==> src/rtl/gs_pipeline_sequencer.sv <==
// Sequences NUM_STAGES pipeline stages one at a time, each guarded by a watchdog.
// Optional GS_PIPE_SEQ_PERF_EN adds run_cycles, the busy length of the last completed run.
module gs_pipeline_sequencer #(
    parameter int NUM_STAGES = 3,
    parameter int TIMEOUT    = 1048576,
    parameter int TO_W       = 21
) (
    input  logic                  clk,
    input  logic                  rst_n,
    input  logic                  start,
    input  logic                  abort,
    input  logic [NUM_STAGES-1:0] stage_done,
    output logic [NUM_STAGES-1:0] stage_en,
    output logic                  busy,
    output logic                  done,
    output logic                  error,
    output logic [1:0]            err_stage,
    output logic [1:0]            cur_stage,
    output logic [1:0]            state_dbg
`ifdef GS_PIPE_SEQ_PERF_EN
    ,
    output logic [31:0]           run_cycles
`endif
);

    localparam logic [1:0] S_IDLE  = 2'd0;
    localparam logic [1:0] S_RUN   = 2'd1;
    localparam logic [1:0] S_GAP   = 2'd2;
    localparam logic [1:0] S_FAULT = 2'd3;

    logic [1:0]      state;
    logic [1:0]      idx;
    logic [TO_W-1:0] wd;
    logic [3:0]      done_ext;
    logic            idx_done;
    logic            last_stage;
    logic            wd_expired;
    logic            start_ok;

    // Handshake: stage_en is a level held until the active stage pulses its own done bit;
    // done bits of inactive stages, and all bits during GAP/FAULT, are ignored.
    assign done_ext   = 4'(stage_done);
    assign idx_done   = done_ext[idx];
    assign last_stage = (idx == 2'(NUM_STAGES - 1));
    assign wd_expired = (wd == TO_W'(TIMEOUT - 1));
    assign start_ok   = start && !abort;
    assign state_dbg  = state;

    always_ff @(posedge clk or negedge rst_n) begin
        if (!rst_n) begin
            state     <= S_IDLE;
            idx       <= 2'd0;
            wd        <= '0;
            stage_en  <= '0;
            busy      <= 1'b0;
            done      <= 1'b0;
            error     <= 1'b0;
            err_stage <= 2'd0;
            cur_stage <= 2'd0;
        end else begin
            done <= 1'b0;
            if (state == S_IDLE) begin
                if (start_ok) begin
                    state     <= S_RUN;
                    idx       <= 2'd0;
                    wd        <= '0;
                    stage_en  <= NUM_STAGES'(1);
                    busy      <= 1'b1;
                    error     <= 1'b0;
                    err_stage <= 2'd0;
                    cur_stage <= 2'd0;
                end
            end else if (abort) begin
                // Abort beats any done or timeout in the same cycle and keeps the error flag.
                state     <= S_IDLE;
                idx       <= 2'd0;
                wd        <= '0;
                stage_en  <= '0;
                busy      <= 1'b0;
                cur_stage <= 2'd0;
            end else begin
                case (state)
                    S_RUN: begin
                        if (idx_done) begin
                            state    <= S_GAP;
                            stage_en <= '0;
                        end else if (wd_expired) begin
                            state     <= S_FAULT;
                            stage_en  <= '0;
                            error     <= 1'b1;
                            err_stage <= idx;
                        end else begin
                            wd <= wd + 1'b1;
                        end
                    end
                    S_GAP: begin
                        if (!last_stage) begin
                            state     <= S_RUN;
                            idx       <= idx + 2'd1;
                            cur_stage <= idx + 2'd1;
                            stage_en  <= NUM_STAGES'(1) << (idx + 2'd1);
                            wd        <= '0;
                        end else begin
                            state     <= S_IDLE;
                            idx       <= 2'd0;
                            busy      <= 1'b0;
                            done      <= 1'b1;
                            cur_stage <= 2'd0;
                        end
                    end
                    S_FAULT: begin
                        state     <= S_IDLE;
                        idx       <= 2'd0;
                        busy      <= 1'b0;
                        cur_stage <= 2'd0;
                    end
                    default: ;
                endcase
            end
        end
    end

`ifdef GS_PIPE_SEQ_PERF_EN
    logic [31:0] cyc_cnt;
    logic [31:0] cyc_next;

    assign cyc_next = (&cyc_cnt) ? cyc_cnt : cyc_cnt + 32'd1;

    // cyc_next at the final GAP edge already includes that last busy cycle.
    always_ff @(posedge clk or negedge rst_n) begin
        if (!rst_n) begin
            cyc_cnt    <= '0;
            run_cycles <= '0;
        end else if (state == S_IDLE) begin
            if (start_ok) begin
                cyc_cnt <= '0;
            end
        end else begin
            cyc_cnt <= cyc_next;
            if (state == S_GAP && last_stage && !abort) begin
                run_cycles <= cyc_next;
            end
        end
    end
`endif

endmodule

==> config.mk <==
export PLATFORM = sky130hd
export DESIGN_NAME = gs_pipeline_sequencer
export DESIGN_NICKNAME = d
export VERILOG_FILES = /design/src/rtl/gs_pipeline_sequencer.sv
export SDC_FILE = /design/constraint.sdc
export NUM_CORES = 1
export LEC_CHECK = 0
export ABC_AREA = 1
export BUFFER_PORTS_ARGS = -buffer_cell sky130_fd_sc_hd__buf_2
export CORE_MARGIN = 2
export CORE_UTILIZATION = 45
export CTS_BUF_LIST = sky130_fd_sc_hd__clkbuf_16
export CTS_CLUSTER_SIZE = 25
export DETAILED_ROUTE_END_ITERATION = 6
export PLACE_DENSITY_LB_ADDON = 0.25
export REMOVE_ABC_BUFFERS = 1
export SLEW_MARGIN = 10
export SYNTH_ARGS = -nofsm -noshare
export SYNTH_HDL_FRONTEND = slang
export SYNTH_SLANG_ARGS = --single-unit
==> constraint.sdc <==
create_clock -name clk -period 2.21 [get_ports clk]
set_clock_uncertainty 0.2 [all_clocks]
set_input_delay 0.442 -clock clk [delete_from_list [all_inputs] [get_ports clk]]
set_output_delay 0.442 -clock clk [all_outputs]
set_load 0.02 [all_outputs]
==> reports/results.tsv <==
metric	value	unit
worst path arrival time	2.02	ns
full die area	0.00524	mm^2
Min Hold Slack	0.0346	ns
Reg2Reg Setup Slack	0.18	ns
first-pass GRT wire length	8.40	mm
IO Pins	19	
status	finished clean	
largest net degree at the start of global routing	34	
Area Growth Syn to Fin	18.3	%
fillers	428	
setup tns final	0	ns
average size of a mapped cell	6.92	um^2
Placeable Area	0.00444	mm^2
CTS Sinks	33	
share of the synthesized area in the top cell type	39.2	%
CP Capture Type	flop	
number of I/O port buffers	18	
final setup fails	0	
area leader, netlist	dfrtp_1	
top-count cell post-synth	nand2_1	
share of cells above drive strength 1	15.4	%
Worst Max-Slew Pin Slew	0.749	ns
gpl congestion	0.918	
drt pass-1 iters	5	
Synth area leaders	dfrtp_1 39%, nand2_1 18%, nand3_1 7.4%	
Synth async-reset ratio	100	%
r2r endpoint	wd[13]	
Peak VDD IR	0.776	mV
Synth Flop Type	dfrtp_1	
startpoint of the worst-slack reg-to-reg timing path	wd[0]	
Worst-Skew Late Latency	0.28	ns
CP Max Fanout	6	
Max Root-Sink Buffers	2	
hpwl dp	3.78	mm
hold_buf cts	0	
worst slew margin relative to its limit	50.1	%
number of routed nets with antenna violations	0	
Worst Hold Class	in -> async	
via count	2055	
leakage power	1.25	nW
final-report max-slew violation count	0	
# rows	24	
Startpoint Class	flop	
Mapped Cells	304	
Tot GR Track Use	21.0	%
Post-synth EDFFs	0	
Post-Route WL	5.11	mm
initial antenna violation count	0	
fin crit period	2.03	ns
clock buffer count from CTS	5	
dpl cells	379	
Synthesis Warnings	0	
DR WL/cell	13.1	um
Initial Utilization	47.4	%
sequential area share after synthesis	39.2	%
vias in the first global route	1722	
post-DR vias/cell	5.28	
CTS clk-pin slew, worst paths	0.05	ns
Yosys reg bits	33	
Final #Nets	348	
Cell Area, Placed	0.00231	mm^2
CTS H-tree depth	2	
CTS Root Cell	clkbuf_16	
drt drc	0	
synth unique cells	25	
Synth Cell Area	0.00210	mm^2
CP Class	reg -> reg	
Initial DRC Count	122	
CP required	2.20	ns
die height	72.4	um
Max-Cap Viols	0	
post-route insts no fill	389	
Post-synth top cells	99 x nand2_1, 36 x inv_1, 33 x dfrtp_1, 31 x nand3_1, 29 x nor2_1	
Final period util	91.8	%
Chip Width	72.4	um
worst r2r path cells	10	
overflow left after global routing	0	
fin area	0.00249	mm^2
ANT cells	0	
Pwr per Cell Area	1060	mW/mm^2
Final Hold Fails	0	
Fmax	493	MHz
CTS tree	done	
## through the flow
stage	power (mW)	setup WS [ns]	utilization, %
6_report	2.64	0.181	56.0
5_1_grt	2.82	-0.00660	56.0
4_1_cts	2.64	0.165	55.5
3_5_place_dp	1.86	0.181	51.9
3_3_place_gp	1.85	0.274	51.9
2_1_floorplan	1.41	0.0105	-
## power by group
group	total, mW	internal [mW]	switching [mW]
logic	1.12	0.383	0.737
clock network	0.770	0.523	0.247
registers	0.748	0.679	0.0689
## worst max path at each step
stage                   to  cells after the start         start  slack (ns)
global placement     wd[0]                      8  state_dbg[0]        0.27
floorplan           wd[17]                     10  state_dbg[1]        0.01
finish              wd[13]                     10         wd[0]        0.18
detailed placement   wd[0]                      8  state_dbg[1]        0.18
CTS                  wd[0]                      8  state_dbg[1]        0.17
global route        wd[13]                     10         wd[0]      -0.007
## final cells by class
type / instances / area (um^2) / area share [%]
sequential: 33 / 826 / 33.2
clock buffer: 5 / 125 / 5.03
timing repair buffer: 30 / 193 / 7.74
multi-input combinational: 229 / 1100 / 44.3
tap: 52 / 65.1 / 2.61
clock inverter: 3 / 37.5 / 1.51
inverter: 37 / 139 / 5.58
## worst max-delay path, cell delays in order, from the launching register on
cell and delay [ns]:
dfrtp_1 0.41, ha_1 0.20, nand3_1 0.16, nor2_1 0.15
nand3_1 0.14, nand2_2 0.13, nand2_2 0.09, nand2_2 0.17
buf_4 0.17, nand2_1 0.05, o21ai_0 0.07
## cells in the final DEF, fill, tap and decap left out
cell       synthesis  layout
o21ai_2            1       1
or2_2              3       3
ha_1               5       5
nor3_4             1       1
nor3_1            11      11
dfrtp_1           33      33
buf_12             0       1
a21oi_1            2       2
nand3_1           31      30
a31oi_1            3       3
nor2_4             1       1
clkbuf_16          0       5
nor2_2             1       1
inv_1             36      36
xor2_1             3       3
a21boi_2           1       1
buf_4              2      11
nand4_1            8       8
o21ai_1            4       4
nor2_1            29      29
xnor2_1            3       3
clkinv_1           0       1
o21ai_0           18      18
inv_2              1       2
nand2_2            5       5
nand3_2            0       1
buf_2              0      18
nand2_1           99      99
bufinv_16          0       1
## sequential cells by signal, indices dropped and copies added, names as in the netlist
name and count:
busy 1, done 1, err_stage 2, error 1
idx 2, stage_en 3, state_dbg 2, wd 21
## logic make-up after synthesis
logic type / count (synthesis) / synth area share (%)
AOI/OAI and AO/OA: 29 / 7.55
buffers and inverters: 42 / 8.56
DFF: 33 / 39.2
xor gates and xnor gates: 6 / 2.50
adders and majority gates: 5 / 2.97
and+or+nand+nor: 189 / 39.2
## routing by layer
metal	GRT usage, %	part of all wire (%)	vias to the layer above
met5	0	0	-
met4	6.17	1.2	0
met3	4.17	6.0	7
met2	30.2	43	69
met1	31.9	50	939
li1	-	-	1040
## what timing repair did
item	4_1_cts	5_1_grt
hold endpoints to repair	0	0
gates resized for setup	0	2
setup endpoints to repair	0	3
buffers inserted	0	2
(Power assumes the default switching activity.)
